==> src/rtl/bit_scan_encoder.sv <==
// rtl/bit_scan_encoder.sv - serialises a multi-hot request vector into set-bit indices, lowest first
// Optional popcount output is enabled by defining BIT_SCAN_COUNT_EN.
module bit_scan_encoder #(
  parameter int OUT_WIDTH = 5,
  parameter bit ACTIVE    = 1'b1
) (
  input  logic                        clk,
  input  logic                        rst_n,
  input  logic [(1<<OUT_WIDTH)-1:0]   in_vec,
  input  logic                        in_valid,
  output logic                        in_ready,
  output logic [OUT_WIDTH-1:0]        out_idx,
  output logic                        out_valid,
  input  logic                        out_ready,
  output logic                        out_last,
  output logic                        busy
`ifdef BIT_SCAN_COUNT_EN
  ,
  output logic [OUT_WIDTH:0]          count
`endif
);

  localparam int N = 1 << OUT_WIDTH;
  localparam logic [N-1:0] ONE = {{(N-1){1'b0}}, 1'b1};

  typedef enum logic {IDLE, SCAN} state_t;

  state_t               state;
  logic [N-1:0]         pending;
  logic [N-1:0]         norm;
  logic [N-1:0]         rest;
  logic [OUT_WIDTH-1:0] low_idx;
  logic                 accept;
  logic                 scanning;

  assign norm     = ACTIVE ? in_vec : ~in_vec;
  // Clearing the lowest set bit leaves exactly the bits still owed after this beat.
  assign rest     = pending & (pending - ONE);
  assign scanning = (state == SCAN);
  assign accept   = in_valid && !scanning;

  always_comb begin
    low_idx = '0;
    for (int i = N - 1; i >= 0; i--) begin
      if (pending[i]) low_idx = OUT_WIDTH'(i);
    end
  end

  always_ff @(posedge clk or negedge rst_n) begin
    if (!rst_n) begin
      state   <= IDLE;
      pending <= '0;
    end else begin
      case (state)
        IDLE: begin
          if (accept && (norm != '0)) begin
            pending <= norm;
            state   <= SCAN;
          end
        end
        SCAN: begin
          if (out_ready) begin
            pending <= rest;
            if (rest == '0) state <= IDLE;
          end
        end
        default: begin
          state   <= IDLE;
          pending <= '0;
        end
      endcase
    end
  end

  assign in_ready  = !scanning;
  assign out_valid = scanning;
  assign busy      = scanning;
  assign out_idx   = scanning ? low_idx : '0;
  assign out_last  = scanning && (rest == '0);

`ifdef BIT_SCAN_COUNT_EN
  logic [OUT_WIDTH:0] pop;

  always_comb begin
    pop = '0;
    for (int i = 0; i < N; i++) begin
      pop = pop + {{OUT_WIDTH{1'b0}}, norm[i]};
    end
  end

  always_ff @(posedge clk or negedge rst_n) begin
    if (!rst_n) begin
      count <= '0;
    end else if (accept) begin
      count <= pop;
    end
  end
`endif

endmodule

==> config.mk <==
export PLATFORM = sky130hd
export DESIGN_NAME = bit_scan_encoder
export DESIGN_NICKNAME = d
export VERILOG_FILES = /design/src/rtl/bit_scan_encoder.sv
export SDC_FILE = /design/constraint.sdc
export NUM_CORES = 1
export LEC_CHECK = 0
export ABC_AREA = 1
export ABC_CLOCK_PERIOD_IN_PS = 2650
export BUFFER_PORTS_ARGS = -buffer_cell sky130_fd_sc_hd__buf_2
export CORE_MARGIN = 1
export CORE_UTILIZATION = 58
export CTS_BUF_LIST = sky130_fd_sc_hd__clkbuf_4
export CTS_CLUSTER_DIAMETER = 60
export DETAILED_ROUTE_END_ITERATION = 10
export PLACE_DENSITY = 0.91
export SLEW_MARGIN = 10
export SYNTH_ARGS = -nofsm -noshare
export SYNTH_HDL_FRONTEND = slang
export SYNTH_SLANG_ARGS = --single-unit
==> constraint.sdc <==
create_clock -name clk -period 2.65 [get_ports clk]
set_input_delay 0.265 -clock clk [delete_from_list [all_inputs] [get_ports clk]]
set_output_delay 0.265 -clock clk [all_outputs]
set_load 0.005 [all_outputs]
==> results_dict.tcl, run 1 <==
set metrics [dict create \
    routed_wl_um 7720 \
    violations "setup timing" \
    worst-path-buf-inv 8 \
    rows 23 \
    period_share 1.23 \
    cp.depth 20 \
    ir_drop_mv 0.386 \
    vias_per_cell 6.14 \
    antennaDiodeCount 0 \
    arrival_ns 2.99 \
    cp_cell_sequence "inv_1 -> nand2_4 -> nor2_4 -> inv_2 -> nor2_4 -> inv_2 -> nor2_4 -> inv_2 -> nor2_4 -> inv_2 -> nor2_4 -> inv_2 -> nor2_2 -> inv_2 -> nor2_4 -> nand3_4 -> a21oi_2 -> nand4_1 -> nor4_4 -> buf_2" \
    clk_pin_slew_ns 0.10 \
    hpwl_um 5210 \
    yosysSeqAreaShare 0.340 \
    port_buffers 44 \
    end_kind "output pin" \
    netlist_top_cells_area "dfrtp_1 34%, nand2_1 13%, nor2_1 6.8%" \
    synth_cell_types 33 \
    power_density_mw_per_mm2 555 \
    start_util 0.607 \
    fin_nets 477 \
    netlist_area_mm2 0.00243 \
    critical_path_class "reg2out" \
    crit_path_start_kind "register" \
    postSynthAreaPerCell_um2 6.58 \
    ant_nets 0 \
    rsz0062_at_grt "yes" \
    final_core_util 0.757 \
    critPathTopFamily "simple AND/OR/NAND/NOR gates" \
    setup_violations 3 \
    clock-root-buffer "clkbuf_4" \
    antenna_found_initial 0 \
    drt_iter0_drc 424 \
    post-route-min-period_ns 3.25 \
    area_growth_pct 24.8 \
    io-pin-count 45 \
    cts-htree-levels 2 \
    syn_inst 369 \
    slew_headroom 0.501 \
    dieArea_mm2 0.00445 \
    die_h_um 66.7 \
    seq_area_um2 827 \
    grt_usage 0.359 \
    synth-seq-cells 33 \
    grt_max_degree 38 \
    tns_ns -1.06 \
    maxCapViolCount 0 \
    crit_fanout 3 \
    leakagePower_nw 1.47 \
    critPathMaxStageDelay_ns 0.39 \
    syn_nets 405 \
    grt_pass1_vias 2682 \
    place_ws_ns -0.0956 \
    overflow 0 \
    core-area_mm2 0.00400 \
    fin_area_mm2 0.00303 \
    drc 0 \
    worst_slack_ns -0.601 \
    fmax_mhz 308 \
    fill_cells 263 \
    gp_congestion 0.936 \
    slew_viol_final 0 \
    hold_viol_final 0 \
    cts.sinks 33 \
    status "finished with violations" \
    postPlaceCellArea_mm2 0.00278 \
    hold_depth 3 \
    min_path_type "in2reg" \
    vias 3014 \
    yosysTopAreaCell "dfrtp_1" \
    yosys.area.top_type_share 0.340 \
    hold_slack_ns 0.147 \
    firstDrtPassIters 7 \
    multi_input_area_mm2 0.00140 \
    rr_worst_depth 22 \
    grt_pass1_wl_um 11900 \
    max_slew.worst_pin.slew_ns 0.749 \
    cts_buffers 5 \
    clock-skew-final_ns 0.0128 \
    critPathSlowestCell "dfrtp_1" \
    yosys_warnings 0 \
    required_ns 2.38 \
    die_w_um 66.7 \
    wire_per_inst_um 15.7 \
    drive_gt1_frac 0.286 \
    cts_tree "done" \
    clk_latency_ns 0.37 \
    cts_buffer_depth 2 \
]
## Yosys cell counts (all sizes together)
library cell,n
nor2,55
nand3,12
a21o,1
a22oi,3
buf,1
nand3b,2
clkbuf,13
o211ai,3
o2111ai,1
a2111oi,1
dfrtp,33
clkinv,2
or2,1
o41ai,1
nand4,4
nor3,6
o22ai,10
o21a,1
inv,54
o21ai,32
a31oi,11
o31ai,1
nor4,12
nand2,85
a21oi,24
## worst reg2reg max path, stage by stage (launching register included)
cell,delay [ns]
dfrtp_1,0.39
inv_1,0.12
nand2_4,0.08
nor2_4,0.12
inv_2,0.06
nor2_4,0.08
inv_2,0.05
nor2_4,0.12
inv_2,0.07
nor2_4,0.09
inv_2,0.06
nor2_4,0.10
inv_2,0.06
nor2_2,0.09
inv_2,0.07
nor2_4,0.15
nand3_4,0.12
a21oi_2,0.18
nand4_1,0.15
nor4_4,0.29
buf_4,0.17
a21o_1,0.10
inv_1,0.03
## final timing paths
path                                         from                 endpoint  slack (ns)
min in group asynchronous                   rst_n   pending[8]$_DFFE_PN0P_        0.50
hold / removal                          in_vec[0]   pending[0]$_DFFE_PN0P_        0.15
setup / recovery           pending[3]$_DFFE_PN0P_                 out_last       -0.60
hold reg to reg            pending[3]$_DFFE_PN0P_   pending[3]$_DFFE_PN0P_        0.57
setup reg to reg           pending[3]$_DFFE_PN0P_           busy$_DFF_PN0_       -0.20
max in group asynchronous                   rst_n  pending[29]$_DFFE_PN0P_        1.62
## per-layer routing
layer	up-vias	wire length, um	global-route usage
met2	225	3630	0.571
li1	1368	-	-
met1	1369	2910	0.439
met4	0	393	0.218
met3	52	792	0.0805
met5	-	0	0
## cells by family (layout without fill, tap and decap cells)
group | Yosys count | in the layout | share of synthesized area
buf+inv | 70 | 142 | 0.110
simple gates | 177 | 177 | 0.339
flops | 33 | 33 | 0.340
compound gates | 89 | 89 | 0.211
## flip-flops by register name, indices dropped and copies added (netlist names)
signal and count:
pending 32, busy 1
## power by group
part           switching, mW  leakage [nW]  internal [mW]  total (mW)
clock                  0.179        0.0292          0.106       0.285
combinational          0.450          1.04          0.271       0.721
sequential            0.0890         0.400          0.585       0.674
## cells in the final DEF, fill, tap and decap left out, types with 2 or more instances in the layout
| cell type | n |
|---|---|
| a21oi_1 | 22 |
| a21oi_2 | 2 |
| a22oi_1 | 3 |
| a31oi_1 | 11 |
| buf_2 | 44 |
| buf_4 | 34 |
| clkbuf_4 | 6 |
| clkinv_1 | 3 |
| dfrtp_1 | 32 |
| inv_1 | 39 |
| inv_2 | 15 |
| nand2_1 | 81 |
| nand2_2 | 3 |
| nand3_1 | 10 |
| nand3b_1 | 2 |
| nand4_1 | 4 |
| nor2_1 | 41 |
| nor2_2 | 5 |
| nor2_4 | 9 |
| nor3_1 | 6 |
| nor4_1 | 10 |
| o211ai_1 | 3 |
| o21ai_0 | 27 |
| o21ai_1 | 4 |
| o22ai_1 | 10 |
## area by class of cell
type	instances	area share
multi-input combinational	266	0.461
sequential	33	0.273
timing repair buffer	79	0.160
inverter	56	0.0694
tap	50	0.0207
clock buffer	6	0.0149
clock inverter	1	0.00124
## metrics by stage
stage | instances | power, mW
after floorplan | 369 | 1.08
after global routing | 491 | 1.79
after CTS | 488 | 1.59
after detailed placement | 466 | 1.28
after global placement | 466 | 1.26
final | 491 | 1.68
## repair_timing
item                                   in CTS  in global routing
gates cloned                                0                  0
gates resized for setup                     2                 14
pin swaps                                   4                  3
hold buffers                                1                  0
endpoints found under the hold margin      17                  0
setup endpoints to repair                   3                  4
setup buffers                              15                  3
No activity file was read; power rests on OpenSTA's default activity.
==> inputs of run 2 (changes only) <==
PLACE_DENSITY = unset   (was 0.91)
PLACE_DENSITY_LB_ADDON = 0.2   (was unset)
==> run 2 against run 1 <==
  * The flow still finishes with violations (setup timing)
  * Clock skew is 0.0053 ns lower
  * First-iteration DRC count is 42% lower
  * Combinational power down 6.4%
  * Fmax grew 3.5%
  * Non-clock buffer count fell by 2
  * Total power is 3.0% lower
  * Final cell count shrank 0.20%
  * Core utilization shrank 0.53 points
  * Largest power group unchanged
==> results_dict.tcl, run 2 (synthesis results as in run 1) <==
set metrics [dict create \
    grt_usage 0.323 \
    grt_pass1_wl_um 10700 \
    area_growth_pct 23.9 \
    slew_viol_final 0 \
    power_density_mw_per_mm2 542 \
    maxCapViolCount 0 \
    period_share 1.19 \
    cts_buffers 5 \
    clock-skew-final_ns 0.00748 \
    port_buffers 44 \
    status "finished with violations" \
    hpwl_um 4830 \
    drive_gt1_frac 0.277 \
    start_util 0.607 \
    p_sw_mw 0.687 \
    netSwitchingFraction 0.421 \
    gp_congestion 0.997 \
    crit_fanout 3 \
    min_to "busy$_DFF_PN0_" \
    tns_ns -0.883 \
    slew_headroom 0.492 \
    max_slew.worst_pin.slew_ns 0.761 \
    cts_tree "done" \
    reg2reg_slack_ns -0.22 \
    combPwrFrac 0.414 \
    dieArea_mm2 0.00445 \
    violations "setup timing" \
    drc 0 \
    place_ws_ns -0.0514 \
    p_int_mw 0.943 \
    core-area_mm2 0.00400 \
    rsz0062_at_grt "yes" \
    regMostFlops "pending" \
    die_h_um 66.7 \
    drt_iter0_drc 246 \
    vias 2750 \
    grt_max_degree 38 \
    grt_pass1_vias 2572 \
    worst_slack_ns -0.492 \
    antenna_found_initial 0 \
    fill_cells 319 \
    multi_input_area_mm2 0.00138 \
    final_cell_mix "83 x nand2_1, 44 x buf_2, 41 x nor2_1" \
    hold_depth 3 \
    seq_area_um2 826 \
    post-route-min-period_ns 3.14 \
    antennaDiodeCount 0 \
    cts-htree-levels 2 \
    clk_pin_slew_ns 0.11 \
    cts_buffer_depth 2 \
    hold_viol_final 0 \
    setup_violations 3 \
    final_common_cell "nand2_1" \
    p_seq_frac 0.407 \
    min-delay-start "out_ready" \
    io-pin-count 45 \
    fin_nets 475 \
    reg2reg_to "busy$_DFF_PN0_" \
    die_w_um 66.7 \
    crit_path_start_kind "register" \
    ant_nets 0 \
    rr_startpoint "pending[0]$_DFFE_PN0P_" \
    required_ns 2.38 \
    rows 23 \
    clock-root-buffer "clkbuf_4" \
    largest_reg_flops 32 \
    fmax_mhz 318 \
    firstDrtPassIters 4 \
    vias_per_cell 5.61 \
    routed_wl_um 6740 \
    critical_path_class "reg2out" \
    min_path_type "in2reg" \
    ir_drop_mv 0.386 \
    arrival_ns 2.88 \
    wire_per_inst_um 13.8 \
    overflow 0 \
    end_kind "output pin" \
    clk_latency_ns 0.37 \
    clock_power_share 0.178 \
    cts.sinks 33 \
    rr_worst_depth 25 \
    leakagePower_nw 1.46 \
]
-- run 2: worst max-delay path by stage --
stage                           to                    from  slack [ns]  depth (start not counted)
floorplan           busy$_DFF_PN0_  pending[0]$_DFFE_PN0P_        0.20                         21
global route              out_last  pending[0]$_DFFE_PN0P_       -0.68                         21
finish                    out_last  pending[0]$_DFFE_PN0P_       -0.49                         21
detailed placement        out_last  pending[0]$_DFFE_PN0P_       -0.05                         20
global placement          out_last  pending[0]$_DFFE_PN0P_      -0.002                         22
CTS                       out_last  pending[0]$_DFFE_PN0P_       -0.41                         22
-- run 2: timing repair --
| action | CTS | global route |
|---|---|---|
| endpoints found under the hold margin | 18 | 0 |
| gates cloned | 0 | 0 |
| setup endpoints to repair | 3 | 4 |
| hold buffers | 1 | 0 |
| gates resized for setup | 2 | 12 |
| buffers inserted | 9 | 3 |
| pin swaps | 1 | 1 |
-- run 2: power by group through the flow --
stage,Sequential (mW),Clock [mW],Combinational [mW]
2_1_floorplan,0.654,0,0.429
3_3_place_gp,0.674,0,0.595
3_5_place_dp,0.670,0,0.604
4_1_cts,0.658,0.283,0.631
5_1_grt,0.671,0.314,0.755
6_report,0.664,0.291,0.675
-- run 2: routing by layer --
metal / vias up / track usage / share of wire
met2: 103 / 0.515 / 0.47
met5: - / 0 / 0
met4: 0 / 0.154 / 0.028
met3: 24 / 0.0856 / 0.057
met1: 1251 / 0.400 / 0.45
li1: 1372 / - / -
-- run 2: critical path, cell delays in order, from the launching register on --
cell	delay, ns
dfrtp_1	0.43
nor2_4	0.14
inv_2	0.06
nor2_4	0.09
inv_2	0.06
nor2_4	0.08
inv_2	0.05
nor2_4	0.10
inv_2	0.05
nor2_4	0.08
inv_2	0.05
nor2_4	0.08
inv_2	0.06
nor2_4	0.08
inv_2	0.06
nor2_4	0.13
a21oi_2	0.08
nand3b_1	0.18
nor2_2	0.10
nand3_2	0.11
nor4_4	0.26
buf_2	0.16
-- run 2: cell type report --
type,instances,area share
Tap cell,50,0.0208
Multi-Input combinational cell,266,0.459
Clock buffer,5,0.0125
Clock inverter,3,0.00416
Timing Repair Buffer,77,0.159
Sequential cell,33,0.275
Inverter,56,0.0699
-- run 2: stage by stage --
step                      instance area, um^2  cells   util  hold slack, ns  power, mW
final                                    3010    490  0.752           0.131       1.63
after global placement                   2800    469  0.701           0.366       1.27
after CTS                                2940    487  0.734           0.142       1.57
after detailed placement                 2800    469  0.701           0.388       1.27
after floorplan                          2430    369      -         -0.0306       1.08
after global routing                     3010    490  0.752           0.153       1.74
==> inputs of run 3 (changes only) <==
--- a/config.mk
+++ b/config.mk
@@ -14,2 +14,3 @@
 export CTS_CLUSTER_DIAMETER = 60
+export CTS_CLUSTER_SIZE = 14
 export DETAILED_ROUTE_END_ITERATION = 10
--- a/constraint.sdc
+++ b/constraint.sdc
@@ -3,2 +3,2 @@
 set_output_delay 0.265 -clock clk [all_outputs]
-set_load 0.005 [all_outputs]
+set_load 0.1 [all_outputs]
==> run 3 against run 2 <==
  * Register-to-register slack better by 0.19 ns
  * Critical path type unchanged
  * Clock power up 2%
  * Clock skew up 0.0021 ns
  * Critical path depth fell by 1
  * Total power rose by 11%
  * Largest cell class unchanged
  * Hold slack better by 0.030 ns
  * Die area did not move
  * The flow still finishes with violations (setup timing)
==> results_dict.tcl, run 3 (synthesis results as in run 1) <==
set metrics [dict create \
    status "finished with violations" \
    violations "setup timing" \
    ir_drop_mv 0.347 \
    setup_violations 3 \
    die_h_um 66.7 \
    min-delay-start "out_ready" \
    p_sw_mw 0.783 \
    maxCapViolCount 0 \
    wire_per_inst_um 14.3 \
    reg2reg_slack_ns -0.03 \
    core-area_mm2 0.00400 \
    regMostFlops "pending" \
    rows 23 \
    gp_congestion 0.953 \
    max_slew.worst_pin.slew_ns 0.754 \
    cts_buffer_depth 2 \
    crit_fanout 3 \
    post-route-min-period_ns 3.23 \
    clock-root-buffer "clkbuf_4" \
    drive_gt1_frac 0.326 \
    final_core_util 0.805 \
    area_growth_pct 32.7 \
    ant_nets 0 \
    seq_area_um2 827 \
    clock_power_share 0.164 \
    arrival_ns 2.96 \
    antenna_found_initial 0 \
    multi_input_area_mm2 0.00143 \
    place_ws_ns -0.177 \
    rsz0062_at_grt "yes" \
    leakagePower_nw 1.56 \
    cts_tree "done" \
    dieArea_mm2 0.00445 \
    vias 2856 \
    end_kind "output pin" \
    rr_startpoint "pending[0]$_DFFE_PN0P_" \
    grt_pass1_vias 2694 \
    cts_buffers 5 \
    clk_latency_ns 0.35 \
    antennaDiodeCount 0 \
    fmax_mhz 310 \
    hold_slack_ns 0.161 \
    fin_nets 492 \
    drc 0 \
    p_seq_frac 0.367 \
    hold_depth 3 \
    die_w_um 66.7 \
    post-place-cells 488 \
    p_int_mw 1.03 \
    hpwl_um 5220 \
    final_cell_mix "81 x nand2_1, 49 x buf_4, 40 x nor2_1, 40 x buf_2, 39 x inv_1" \
    grt_pass1_wl_um 11800 \
    routed_wl_um 7230 \
    required_ns 2.38 \
    combPwrFrac 0.469 \
    power.total_mw 1.81 \
    cts-htree-levels 2 \
    worst_slack_ns -0.577 \
    grt_usage 0.352 \
    min_to "busy$_DFF_PN0_" \
    start_util 0.607 \
    port_buffers 44 \
    clock-skew-final_ns 0.00962 \
    vias_per_cell 5.63 \
    final_common_cell "nand2_1" \
    min_path_type "in2reg" \
    drt_iter0_drc 306 \
    power_density_mw_per_mm2 563 \
    rr_worst_depth 21 \
    reg2reg_to "busy$_DFF_PN0_" \
    cts.sinks 33 \
    postPlaceCellArea_mm2 0.00302 \
    fin_area_mm2 0.00322 \
    overflow 0 \
    firstDrtPassIters 7 \
    clk_pin_slew_ns 0.10 \
    critical_path_class "reg2out" \
    grt_max_degree 38 \
    io-pin-count 45 \
    fill_cells 263 \
    largest_reg_flops 32 \
    slew_viol_final 0 \
    hold_viol_final 0 \
    tns_ns -0.940 \
    crit_path_start_kind "register" \
    period_share 1.22 \
    slew_headroom 0.497 \
    fin_cells 507 \
    netSwitchingFraction 0.432 \
]
## run 3: cell count changes in the layout (fill, tap and decap cells not counted), moves of 3 or more
| cell | delta |
|---|---|
| buf_2 | -4 |
| buf_4 | +19 |
| clkbuf_4 | +3 |
| nor3_1 | -3 |
| nor3_2 | +3 |
| o21ai_0 | -3 |
| o21ai_1 | +3 |
## run 3: what timing repair did
action | in CTS | in global routing
hold buffers | 1 | 0
resized for setup | 6 | 15
hold endpoints to repair | 18 | 0
endpoints found under the setup margin | 4 | 5
buffers inserted | 7 | 3
pin swaps | 3 | 4
## run 3: critical path, cell delays in order, from the launching register on
cell and delay (ns):
dfrtp_1 0.43, nor2_4 0.13, inv_2 0.06, nor2_4 0.09
inv_2 0.06, nor2_4 0.09, inv_2 0.06, nor2_4 0.11
inv_2 0.05, nor2_4 0.10, inv_2 0.05, nor2_4 0.09
inv_2 0.05, nor2_2 0.08, inv_2 0.06, nor2_4 0.13
nand3_2 0.11, a21oi_2 0.17, nand4_1 0.14, nor4_4 0.32
buf_12 0.22
## run 3: worst max path at each step
stage | startpoint | to | slack [ns]
2_1_floorplan | pending[0]$_DFFE_PN0P_ | busy$_DFF_PN0_ | -0.73
3_3_place_gp | pending[0]$_DFFE_PN0P_ | out_last | -0.06
3_5_place_dp | pending[0]$_DFFE_PN0P_ | out_last | -0.18
4_1_cts | pending[0]$_DFFE_PN0P_ | out_last | -0.55
5_1_grt | pending[0]$_DFFE_PN0P_ | out_last | -0.73
6_report | pending[0]$_DFFE_PN0P_ | out_last | -0.58
## run 3: power by group through the flow
| stage | sequential, mW | combinational (mW) | clock (mW) |
|---|---|---|---|
| finish | 0.665 | 0.850 | 0.297 |
| global route | 0.674 | 0.936 | 0.332 |
| CTS | 0.660 | 0.801 | 0.305 |
| detailed placement | 0.670 | 0.772 | 0 |
| global placement | 0.667 | 0.756 | 0 |
| floorplan | 0.654 | 0.524 | 0 |
## run 3: metal layers
layer  GRT usage  share of wire
met5           0              0
met4       0.138          0.034
met3      0.0873          0.079
met2       0.586           0.48
met1       0.430           0.41
## run 3: area by class of cell
type	count	share of cell area
clock inverter	1	0.00117
clock buffer	7	0.0163
multi-input combinational	266	0.443
timing repair buffer	94	0.198
inverter	56	0.0653
tap	50	0.0194
sequential	33	0.257
